===== config.mk =====
export PLATFORM = sky130hd
export DESIGN_NAME = mem_access_flat
export DESIGN_NICKNAME = d
export VERILOG_FILES = /design/src/rtl/mem_access_pkg.sv /design/src/rtl/mem_access_if.sv /design/src/rtl/mem_access_load_align.sv /design/src/rtl/mem_access.sv /design/src/flat_wrapper.sv
export SDC_FILE = /design/constraint.sdc
export NUM_CORES = 1
export LEC_CHECK = 0
export BUFFER_PORTS_ARGS = -buffer_cell sky130_fd_sc_hd__buf_2
export CORE_UTILIZATION = 40
export CTS_BUF_LIST = sky130_fd_sc_hd__clkbuf_8
export CTS_CLUSTER_SIZE = 30
export DETAILED_ROUTE_END_ITERATION = 16
export SLEW_MARGIN = 15
export SYNTH_ARGS = -nofsm -noshare
export SYNTH_HDL_FRONTEND = slang
export SYNTH_HIERARCHICAL = 1
export SYNTH_SLANG_ARGS = --single-unit

===== constraint.sdc =====
create_clock -name clk -period 5.4 [get_ports clk]
set_input_delay 0.27 -clock clk [delete_from_list [all_inputs] [get_ports clk]]
set_output_delay 0.27 -clock clk [all_outputs]
set_load 0.05 [all_outputs]

===== src/rtl/mem_access_pkg.sv =====
// -----------------------------------------------------------------------------
// mem_access_pkg
// Shared types and constants for the mem_access load/store unit:
//   funct3_e   RISC-V load/store size/sign codes (B, H, W, BU, HU)
//   state_e    access FSM states
//   BE_*       byte-enable patterns for store formatting
//   op_is_err  legality/alignment check for an incoming operation
// -----------------------------------------------------------------------------
package mem_access_pkg;

   localparam int CNT_WIDTH = 32;

   typedef enum logic [2:0] {
      F3_B  = 3'b000,
      F3_H  = 3'b001,
      F3_W  = 3'b010,
      F3_BU = 3'b100,
      F3_HU = 3'b101
   } funct3_e;

   typedef enum logic [1:0] {
      ST_IDLE    = 2'd0,
      ST_ACCESS  = 2'd1,
      ST_CAPTURE = 2'd2,
      ST_RESP    = 2'd3
   } state_e;

   localparam logic [3:0] BE_NONE    = 4'b0000;
   localparam logic [3:0] BE_BYTE    = 4'b0001;
   localparam logic [3:0] BE_HALF_LO = 4'b0011;
   localparam logic [3:0] BE_HALF_HI = 4'b1100;
   localparam logic [3:0] BE_WORD    = 4'b1111;

   // Returns 1 when the operation is misaligned or uses an illegal funct3.
   // BU/HU are unsigned load forms only, so a store using them is illegal.
   function automatic logic op_is_err(input logic [2:0] f3,
                                      input logic       store,
                                      input logic [1:0] addr_lo);
      logic err;
      err = 1'b1;
      case (f3)
         F3_B:    err = 1'b0;
         F3_H:    err = addr_lo[0];
         F3_W:    err = (addr_lo != 2'b00);
         F3_BU:   err = store;
         F3_HU:   err = store | addr_lo[0];
         default: err = 1'b1;
      endcase
      return err;
   endfunction

endpackage


===== src/rtl/mem_access_if.sv =====
// -----------------------------------------------------------------------------
// mem_access_if
// Bundles the pipeline-side operation/response handshake, the downstream cache
// port and the performance counters of mem_access.
//   slave  : view of mem_access (takes ops, drives responses and cache port)
//   master : view of the surrounding pipeline + cache (drives ops, cache data)
// -----------------------------------------------------------------------------
interface mem_access_if;
   import mem_access_pkg::*;

   // pipeline operation
   logic                 op_valid;
   logic                 op_ready;
   logic                 op_store;
   logic [2:0]           op_funct3;
   logic [31:0]          op_addr;
   logic [31:0]          op_wdata;
   // pipeline response
   logic                 resp_valid;
   logic [31:0]          resp_rdata;
   logic                 resp_err;
   // downstream cache
   logic [31:0]          cache_addr;
   logic                 cache_rd_req;
   logic                 cache_wr_req;
   logic [3:0]           cache_write_en;
   logic [31:0]          cache_wr_data;
   logic [31:0]          cache_rd_data;
   logic                 cache_miss;
   // performance counters
   logic [CNT_WIDTH-1:0] access_cnt;
   logic [CNT_WIDTH-1:0] miss_cnt;

   modport slave (
      input  op_valid, op_store, op_funct3, op_addr, op_wdata,
      input  cache_rd_data, cache_miss,
      output op_ready, resp_valid, resp_rdata, resp_err,
      output cache_addr, cache_rd_req, cache_wr_req, cache_write_en, cache_wr_data,
      output access_cnt, miss_cnt
   );

   modport master (
      output op_valid, op_store, op_funct3, op_addr, op_wdata,
      output cache_rd_data, cache_miss,
      input  op_ready, resp_valid, resp_rdata, resp_err,
      input  cache_addr, cache_rd_req, cache_wr_req, cache_write_en, cache_wr_data,
      input  access_cnt, miss_cnt
   );

endinterface


===== src/rtl/mem_access_load_align.sv =====
// -----------------------------------------------------------------------------
// load_align
// Combinational load formatter: picks the byte/half/word addressed by
// addr_lo_i out of the cache word and sign- or zero-extends it.
//   funct3_i  : load size/sign code
//   addr_lo_i : address bits [1:0]
//   word_i    : 32-bit word returned by the cache
//   data_o    : right-aligned, extended load data
// -----------------------------------------------------------------------------
module load_align
   import mem_access_pkg::*;
(
   input  logic [2:0]  funct3_i,
   input  logic [1:0]  addr_lo_i,
   input  logic [31:0] word_i,
   output logic [31:0] data_o
);

   logic [7:0]  byte_s;
   logic [15:0] half_s;

   // Lane selection from the low address bits.
   always_comb begin
      byte_s = 8'h00;
      case (addr_lo_i)
         2'd0:    byte_s = word_i[7:0];
         2'd1:    byte_s = word_i[15:8];
         2'd2:    byte_s = word_i[23:16];
         2'd3:    byte_s = word_i[31:24];
         default: byte_s = 8'h00;
      endcase
      if (addr_lo_i[1]) begin
         half_s = word_i[31:16];
      end else begin
         half_s = word_i[15:0];
      end
   end

   // Extension according to the size/sign code.
   always_comb begin
      data_o = 32'h0000_0000;
      case (funct3_i)
         F3_B:    data_o = {{24{byte_s[7]}}, byte_s};
         F3_BU:   data_o = {24'h00_0000, byte_s};
         F3_H:    data_o = {{16{half_s[15]}}, half_s};
         F3_HU:   data_o = {16'h0000, half_s};
         F3_W:    data_o = word_i;
         default: data_o = 32'h0000_0000;
      endcase
   end

endmodule


===== src/rtl/mem_access.sv =====
// -----------------------------------------------------------------------------
// mem_access
// Load/store unit between the pipeline and a blocking downstream cache.
// Accepts one operation at a time in IDLE, checks alignment/legality, holds
// the cache request through any miss cycles, formats load data and returns a
// one-cycle response. Counts legal accesses and accesses that missed.
//   clk : clock, rising edge
//   rst : asynchronous active-high reset
//   bus : mem_access_if.slave (operation, response, cache port, counters)
// -----------------------------------------------------------------------------
module mem_access
   import mem_access_pkg::*;
(
   input  logic        clk,
   input  logic        rst,
   mem_access_if.slave bus
);

   state_e               state_q;
   logic                 op_ready_q;
   logic                 store_q;
   logic [2:0]           funct3_q;
   logic                 first_q;      // first ACCESS cycle of the current op
   logic                 resp_valid_q;
   logic [31:0]          resp_rdata_q;
   logic                 resp_err_q;
   logic [31:0]          cache_addr_q; // doubles as the latched op address
   logic                 cache_rd_req_q;
   logic                 cache_wr_req_q;
   logic [3:0]           cache_write_en_q;
   logic [31:0]          cache_wr_data_q;
   logic [CNT_WIDTH-1:0] access_cnt_q;
   logic [CNT_WIDTH-1:0] miss_cnt_q;

   logic                 accept_s;
   logic                 op_err_s;
   logic [3:0]           store_be_s;
   logic [31:0]          store_data_s;
   logic [31:0]          load_data_s;

   assign accept_s = bus.op_valid & op_ready_q;
   assign op_err_s = op_is_err(bus.op_funct3, bus.op_store, bus.op_addr[1:0]);

   // Store lane replication and byte enables for the incoming operation.
   always_comb begin
      store_be_s   = BE_NONE;
      store_data_s = 32'h0000_0000;
      case (bus.op_funct3)
         F3_B: begin
            store_be_s   = 4'(BE_BYTE << bus.op_addr[1:0]);
            store_data_s = {4{bus.op_wdata[7:0]}};
         end
         F3_H: begin
            if (bus.op_addr[1]) begin
               store_be_s = BE_HALF_HI;
            end else begin
               store_be_s = BE_HALF_LO;
            end
            store_data_s = {2{bus.op_wdata[15:0]}};
         end
         F3_W: begin
            store_be_s   = BE_WORD;
            store_data_s = bus.op_wdata;
         end
         default: begin
            store_be_s   = BE_NONE;
            store_data_s = 32'h0000_0000;
         end
      endcase
   end

   // Load data arrives from the cache one edge after the hit, so it is
   // formatted from the latched funct3/address during CAPTURE.
   load_align u_load_align (
      .funct3_i  (funct3_q),
      .addr_lo_i (cache_addr_q[1:0]),
      .word_i    (bus.cache_rd_data),
      .data_o    (load_data_s)
   );

   // Access FSM with all outputs registered.
   always_ff @(posedge clk or posedge rst) begin
      if (rst) begin
         state_q          <= ST_IDLE;
         op_ready_q       <= 1'b1;
         store_q          <= 1'b0;
         funct3_q         <= 3'b000;
         first_q          <= 1'b0;
         resp_valid_q     <= 1'b0;
         resp_rdata_q     <= 32'h0000_0000;
         resp_err_q       <= 1'b0;
         cache_addr_q     <= 32'h0000_0000;
         cache_rd_req_q   <= 1'b0;
         cache_wr_req_q   <= 1'b0;
         cache_write_en_q <= 4'b0000;
         cache_wr_data_q  <= 32'h0000_0000;
         access_cnt_q     <= '0;
         miss_cnt_q       <= '0;
      end else begin
         // Response flags are single-cycle pulses.
         resp_valid_q <= 1'b0;
         resp_err_q   <= 1'b0;
         case (state_q)
            ST_IDLE: begin
               if (accept_s) begin
                  store_q      <= bus.op_store;
                  funct3_q     <= bus.op_funct3;
                  cache_addr_q <= bus.op_addr;
                  op_ready_q   <= 1'b0;
                  if (op_err_s) begin
                     // Error ops never reach the cache.
                     state_q      <= ST_RESP;
                     resp_valid_q <= 1'b1;
                     resp_err_q   <= 1'b1;
                     if (!bus.op_store) begin
                        resp_rdata_q <= 32'h0000_0000;
                     end
                  end else begin
                     state_q        <= ST_ACCESS;
                     first_q        <= 1'b1;
                     cache_rd_req_q <= ~bus.op_store;
                     cache_wr_req_q <= bus.op_store;
                     access_cnt_q   <= access_cnt_q + CNT_WIDTH'(1);
                     if (bus.op_store) begin
                        cache_write_en_q <= store_be_s;
                        cache_wr_data_q  <= store_data_s;
                     end else begin
                        cache_write_en_q <= 4'b0000;
                        cache_wr_data_q  <= 32'h0000_0000;
                     end
                  end
               end
            end
            ST_ACCESS: begin
               first_q <= 1'b0;
               // A miss is counted once per op, only on its first cycle.
               if (first_q && bus.cache_miss) begin
                  miss_cnt_q <= miss_cnt_q + CNT_WIDTH'(1);
               end
               if (!bus.cache_miss) begin
                  cache_rd_req_q   <= 1'b0;
                  cache_wr_req_q   <= 1'b0;
                  cache_write_en_q <= 4'b0000;
                  cache_wr_data_q  <= 32'h0000_0000;
                  if (store_q) begin
                     state_q      <= ST_RESP;
                     resp_valid_q <= 1'b1;
                  end else begin
                     state_q <= ST_CAPTURE;
                  end
               end
            end
            ST_CAPTURE: begin
               resp_rdata_q <= load_data_s;
               resp_valid_q <= 1'b1;
               state_q      <= ST_RESP;
            end
            ST_RESP: begin
               state_q    <= ST_IDLE;
               op_ready_q <= 1'b1;
            end
            default: begin
               state_q          <= ST_IDLE;
               op_ready_q       <= 1'b1;
               cache_rd_req_q   <= 1'b0;
               cache_wr_req_q   <= 1'b0;
               cache_write_en_q <= 4'b0000;
               cache_wr_data_q  <= 32'h0000_0000;
            end
         endcase
      end
   end

   assign bus.op_ready       = op_ready_q;
   assign bus.resp_valid     = resp_valid_q;
   assign bus.resp_rdata     = resp_rdata_q;
   assign bus.resp_err       = resp_err_q;
   assign bus.cache_addr     = cache_addr_q;
   assign bus.cache_rd_req   = cache_rd_req_q;
   assign bus.cache_wr_req   = cache_wr_req_q;
   assign bus.cache_write_en = cache_write_en_q;
   assign bus.cache_wr_data  = cache_wr_data_q;
   assign bus.access_cnt     = access_cnt_q;
   assign bus.miss_cnt       = miss_cnt_q;

endmodule


===== src/flat_wrapper.sv =====
// flat-port wrapper written by rule: the top's interface ports become plain ports
module mem_access_flat import mem_access_pkg::*;
  (clk, rst, bus_op_valid, bus_op_store, bus_op_funct3, bus_op_addr, bus_op_wdata, bus_cache_rd_data, bus_cache_miss, bus_op_ready, bus_resp_valid, bus_resp_rdata, bus_resp_err, bus_cache_addr, bus_cache_rd_req, bus_cache_wr_req, bus_cache_write_en, bus_cache_wr_data, bus_access_cnt, bus_miss_cnt);
  mem_access_if bus_i ();
  input  logic clk;
  input  logic rst;
  input wire logic [$bits(bus_i.op_valid)-1:0] bus_op_valid;
  input wire logic [$bits(bus_i.op_store)-1:0] bus_op_store;
  input wire logic [$bits(bus_i.op_funct3)-1:0] bus_op_funct3;
  input wire logic [$bits(bus_i.op_addr)-1:0] bus_op_addr;
  input wire logic [$bits(bus_i.op_wdata)-1:0] bus_op_wdata;
  input wire logic [$bits(bus_i.cache_rd_data)-1:0] bus_cache_rd_data;
  input wire logic [$bits(bus_i.cache_miss)-1:0] bus_cache_miss;
  output wire logic [$bits(bus_i.op_ready)-1:0] bus_op_ready;
  output wire logic [$bits(bus_i.resp_valid)-1:0] bus_resp_valid;
  output wire logic [$bits(bus_i.resp_rdata)-1:0] bus_resp_rdata;
  output wire logic [$bits(bus_i.resp_err)-1:0] bus_resp_err;
  output wire logic [$bits(bus_i.cache_addr)-1:0] bus_cache_addr;
  output wire logic [$bits(bus_i.cache_rd_req)-1:0] bus_cache_rd_req;
  output wire logic [$bits(bus_i.cache_wr_req)-1:0] bus_cache_wr_req;
  output wire logic [$bits(bus_i.cache_write_en)-1:0] bus_cache_write_en;
  output wire logic [$bits(bus_i.cache_wr_data)-1:0] bus_cache_wr_data;
  output wire logic [$bits(bus_i.access_cnt)-1:0] bus_access_cnt;
  output wire logic [$bits(bus_i.miss_cnt)-1:0] bus_miss_cnt;
  assign bus_i.op_valid = bus_op_valid;
  assign bus_i.op_store = bus_op_store;
  assign bus_i.op_funct3 = bus_op_funct3;
  assign bus_i.op_addr = bus_op_addr;
  assign bus_i.op_wdata = bus_op_wdata;
  assign bus_i.cache_rd_data = bus_cache_rd_data;
  assign bus_i.cache_miss = bus_cache_miss;
  assign bus_op_ready = bus_i.op_ready;
  assign bus_resp_valid = bus_i.resp_valid;
  assign bus_resp_rdata = bus_i.resp_rdata;
  assign bus_resp_err = bus_i.resp_err;
  assign bus_cache_addr = bus_i.cache_addr;
  assign bus_cache_rd_req = bus_i.cache_rd_req;
  assign bus_cache_wr_req = bus_i.cache_wr_req;
  assign bus_cache_write_en = bus_i.cache_write_en;
  assign bus_cache_wr_data = bus_i.cache_wr_data;
  assign bus_access_cnt = bus_i.access_cnt;
  assign bus_miss_cnt = bus_i.miss_cnt;
  mem_access u_core (.clk(clk), .rst(rst), .bus(bus_i));
endmodule

# Word-level counts from Yosys, hierarchy flattened
# Index checks and enable logic that the tools add are counted.
# totals
register_bits,176
inputBits,104
# classes
add_sub_neg,2
eq_ne,19
shifts,1
mux,44
bitwise_logic,4
reduce_logical,17
# ops
cell,n
32-bit two-way mux,7
32-bit case mux with 5 select lines,1
32-bit case mux with 2 select lines,2
32-bit case mux with 3 select lines,1
32-bit by 1-bit adder with 32-bit output (second input constant),2
8-bit case mux with 4 select lines,1
4-bit two-way mux,5
16-bit two-way mux,1
1-bit two-way mux,14
3-bit equality test (second input constant),4
4-bit case mux with 3 select lines,1
2-bit equality test (second input constant),4
1-bit case mux with 2 select lines,4
2-bit case mux with 4 select lines,1
4-bit case mux with 2 select lines,1
2-bit AND reduction,4
4-bit AND reduction,2
2-bit nonzero test,4
3-bit by 1-bit equality test with 1-bit output (second input constant),2
3-bit by 2-bit equality test with 1-bit output (second input constant),2
3-bit logical NOT,2
2-bit two-way mux,3
2-bit != test (second input constant),3
3-bit AND reduction,2
10 further kinds,14

# Depth between registers and ports, before layout
# depth
word_depth,6
mapped_depth,10
ltp_nobuf,7

# Hierarchy
# Netlist, hierarchy kept.
# modules_own_cells
mod,instances,cells_per_inst,area_per_inst_um2
mem_access,1,711,7727.4
load_align,1,128,1066.0

# Least setup slack after synthesis
# No wires, ideal clock.
# synth_timing
path_kind,flip-flop to flip-flop
start,"reg u_core.miss_cnt_q[8], in the netlist u_core/bus.miss_cnt[8]"
end,"reg u_core.miss_cnt_q[25], in the netlist u_core/bus.miss_cnt[25]"
setup_ns,0.082
t_arrival_ns,2.117
slack_ns,3.201
path_stages_with_launch,6
path_buffers,0
period_less_slack_ns,2.199
cell_sequence,dfrtp_1 -> nand3_1 -> or4_1 -> or3_1 -> nor2_1 -> xor2_1
# synth_via
elab_chain_cells,1
# synth_rtl
element,line_no,rtl
from (decl),mem_access.sv:33,logic [CNT_WIDTH-1:0] miss_cnt_q;
from (signal assigned),mem_access.sv:138,miss_cnt_q <= miss_cnt_q + CNT_WIDTH'(1);
32-bit by 1-bit adder with 32-bit output,mem_access.sv:138,
# No other way between the ends.
# A chain may end at the register's enable or synchronous reset.

# Final worst setup path
# layout_timing
start,reg u_core.state_q[0]
end,"reg u_core.cache_write_en_q[1], in the netlist u_core/bus.cache_write_en[1]"
# layout_via
elab_chain_cells,3
elab_cells_between_ends,8
cone_classes,4 x eq/ne; 1 x mux; 3 x reduce/logical
# layout_rtl
element,line_no,rtl
from (decl),mem_access.sv:19,state_e state_q;
from (signal assigned),mem_access.sv:84,state_q <= ST_IDLE;
from (signal assigned),mem_access.sv:112,state_q <= ST_RESP;
from (signal assigned),mem_access.sv:119,state_q <= ST_ACCESS;
2-bit by 1-bit equality test with 1-bit output or 2-bit logical NOT (tied branches),mem_access.sv:103,case (state_q)
"2-bit != test (no source line), or another cell as far along",--,
4-bit AND reduction (no source line),--,
to (signal assigned),mem_access.sv:125,cache_write_en_q <= store_be_s;
to (decl),mem_access.sv:30,logic [3:0] cache_write_en_q;
# Parallel ways exist; a longest one is shown, timed or not.

==> results by group <==
Global route
  – First-pass GRT wire length: 35.5 mm
  – Initial antenna violation count: 2
  – Grt ovf: 0
  – Total GRT Usage: 20.2%
  – Vias in the first global route: 6727
  – Largest net degree at the start of global routing: 75

Min path
  – Worst Hold Endpoint: u_core/bus.cache_addr[16]
  – HP Class: in2reg
  – Hold Path Cell Cnt: 2
  – HP Start: bus_op_addr[16]

Clock tree
  – Clk_lat worst skew: 0.46 ns
  – H-tree depth: 4
  – CTS tree: built
  – Post-CTS Hold Fix Bufs: 2
  – Post_cts resized: 0
  – Root buffer cell: clkbuf_8
  – TritonCTS buffer count: 17
  – Clock transition at path regs: 0.10 ns
  – Post-CTS Setup Inserts: 0
  – CTS Sinks: 176
  – Worst-case clock buffer depth: 2

Yosys
  – Mean Syn Cell Area: 10.5 um2
  – Cell variety after synth: 59
  – Post-synth top flop: dfrtp_1
  – Synth Instances: 839
  – YS warnings: 6
  – Post-synthesis sequential area ratio: 50.1%
  – Cell area after synthesis: 8790 um2
  – Post-synth EDFFs: 0
  – Yosys reg bits: 176
  – Asr flop ratio synth: 100%
  – Post-Syn Nets: 950

Floorplanning
  – Area of the core: 21300 um2
  – Die Wd: 150 um
  – Initial Utilization: 41.3%
  – Row cnt: 53
  – Die extent in y: 150 um
  – IO Count: 273
  – Die Area: 22600 um2

Routing
  – Vias after detailed routing: 7232
  – Initial DRC count: 463
  – DRT antenna net count: 0
  – DR WL/cell: 16.6 um
  – Total wire length: 22.9 mm
  – Vias per cell: 5.25
  – Pre-Repair DR Iteration Count: 5
  – Number of remaining DRC errors: 0

Layout
  – Fillcell total: 2025
  – Area occupied by multi-input gates: 3950 um2
  – Commonest non-fill, non-tap cell in the layout: buf_2
  – Share of layout cells above drive strength 1: 36.2%
  – Register area: 4410 um2
  – Commonest cells after routing, fill and taps aside: 272 x buf_2, 175 x dfrtp_1, 88 x nand2_1
  – Final Non-Filler Cells: 1377
  – Layout area overhead: 21.8%
  – Nets@finish: 1199

Worst setup path
  – Critical path launch point type: flop
  – CP bufs+invs: 2
  – CP cell instances: inv_1, ha_1, nand3_1, a21oi_4, o21ai_4, buf_4, o31ai_1
  – R2r endpoint: u_core/bus.cache_write_en[1]
  – Slowest cell on the critical path: a21oi_4
  – Flop-to-flop setup slack: 2.75 ns
  – Critical Path AT: 3.01 ns
  – Worst path max stage delay: 0.45 ns
  – CP max FO: 74
  – Cell count of the worst reg-to-reg path: 7
  – Delay-heaviest family, CP: compound AO/OA/AOI/OAI gates
  – Reg2reg start: u_core/state_q[0]
  – Setup Crit Path Kind: reg2reg
  – Critical path required time: 5.75 ns
  – Crit end category: flop

Placement
  – DPL Wire Length: 16.3 mm
  – Gpl congestion: 0.812
  – Port bufs: 272
  – Placed instance count: 1341

Timing
  – RSZ-0062 raised after global routing: false
  – Max Slew Vio Count: 0
  – Fin. Hold Viols: 0
  – Clock skew: 0.0194 ns
  – Slew of the pin with the lowest slew margin: 1.16 ns
  – Final setup violation count: 0
  – Max-Slew Margin vs Limit: 22.7%
  – Min Tclk post-route: 2.65 ns
  – Period utilization: 49.1%
  – Maximum clock frequency: 0.377 GHz
  – Setup_tns: 0 ns

Power and ir drop
  – Pleak: 5.19 nW
  – Peak supply drop: 0.216 mV
  – PD cells: 526 nW/um2

Flow run
  – Max_cap viols: 0

Status
  – Status: completed
registers in the layout, indices dropped and copies added (netlist names):
name                       flops
u_core/bus.cache_addr         32
u_core/bus.cache_write_en      4
u_core/bus.resp_rdata         32
u_core/bus.op_ready            1
u_core/state_q                 2
u_core/bus.cache_wr_data      32
u_core/first_q                 1
u_core/funct3_q                3
u_core/bus.resp_valid          1
u_core/bus.miss_cnt           32
u_core/bus.access_cnt         32
u_core/bus.resp_err            1
u_core/store_q                 1
u_core/bus.cache_wr_req        1
u_core/bus.cache_rd_req        1
how the worst max path moves through the flow:
stage,to,slack (ns),cells after the start,start
global route,u_core/bus.cache_wr_data[31],2.48,7,u_core/state_q[0]
detailed placement,u_core/bus.resp_rdata[21],2.55,7,u_core/state_q[0]
global placement,u_core/bus.resp_rdata[2],2.67,7,u_core/state_q[0]
finish,u_core/bus.cache_write_en[1],2.75,7,u_core/state_q[0]
CTS,u_core/bus.resp_rdata[21],2.55,7,u_core/state_q[0]
floorplan,u_core/bus.access_cnt[0],0.36,1,rst
final cells by class:
cell class | instances | share of cell area (%)
sequential | 176 | 41.1
multi-input combinational | 565 | 36.9
timing repair buffer | 283 | 13.6
tap | 275 | 3.21
clock buffer | 17 | 2.18
inverter | 45 | 1.62
clock inverter | 14 | 1.34
antenna | 2 | 0.0467
kinds of logic (layout without fill, tap and decap cells):
| group | Yosys count | count (layout) | synth area share [%] |
|---|---|---|---|
| buffers and inverters | 98 | 359 | 5.15 |
| DFF | 176 | 176 | 50.1 |
| muxes | 61 | 61 | 7.64 |
| xor gates and xnor gates | 62 | 62 | 6.18 |
| adders and majority gates | 7 | 7 | 0.996 |
| AOI/OAI and AO/OA | 186 | 186 | 15.4 |
| and+or+nand+nor | 249 | 249 | 14.5 |
| other | 0 | 2 | 0 |
worst register-to-register path: cells and delay by family, from the launching register on:
family                     cells  cell delay, ns
buffers and inverters          2            0.49
AOI/OAI and AO/OA              3            0.92
DFF                            1            0.41
and+or+nand+nor                1            0.39
adders and majority gates      1            0.36
cell usage after synthesis (all sizes together), types with 6 or more instances:
master	number	area, um2
nor3	8	40.0
mux2i	15	150
nor2	34	130
xor2	22	193
clkbuf	23	87.6
nor4	6	62.6
o31ai	20	225
a22oi	34	269
nand2	88	330
dfrtp	175	4380
o221ai	7	105
ha	7	87.6
a222oi	7	70.1
buf	30	196
or4bb	7	78.8
a211oi	17	128
mux2	46	522
nand4	18	113
a21oi	24	131
inv	44	165
nand3	59	308
nor2b	7	43.8
xnor2	40	350
o21ai	67	343
power breakdown:
group	switching, mW	internal (mW)	total [mW]
sequential	0.289	1.65	1.93
combinational	2.01	0.792	2.81
clock	0.549	0.341	0.890
per-layer routing:
metal / routed length (um) / global-route usage [%] / vias up / share of wire (%)
met3: 1800 / 5.00 / 14 / 7.8
li1: - / - / 3488 / -
met4: 219 / 6.11 / 0 / 0.96
met2: 10400 / 31.5 / 273 / 46
met1: 10400 / 27.7 / 3457 / 46
met5: 0 / 0 / - / 0
metrics by stage:
stage | power, mW | hold slack, ns | utilization, % | worst slack, ns | cell area, um2
3_3_place_gp | 4.75 | 0.360 | 48.4 | 2.67 | 10300
2_1_floorplan | 4.18 | 0.368 | - | 0.358 | 8790
3_5_place_dp | 4.78 | 0.364 | 48.4 | 2.55 | 10300
6_report | 5.63 | 0.0424 | 50.3 | 2.75 | 10700
4_1_cts | 5.69 | 0.000231 | 50.2 | 2.55 | 10700
5_1_grt | 5.98 | 0.00232 | 50.3 | 2.48 | 10700
Note: power is estimated with default switching activity, not from simulation.
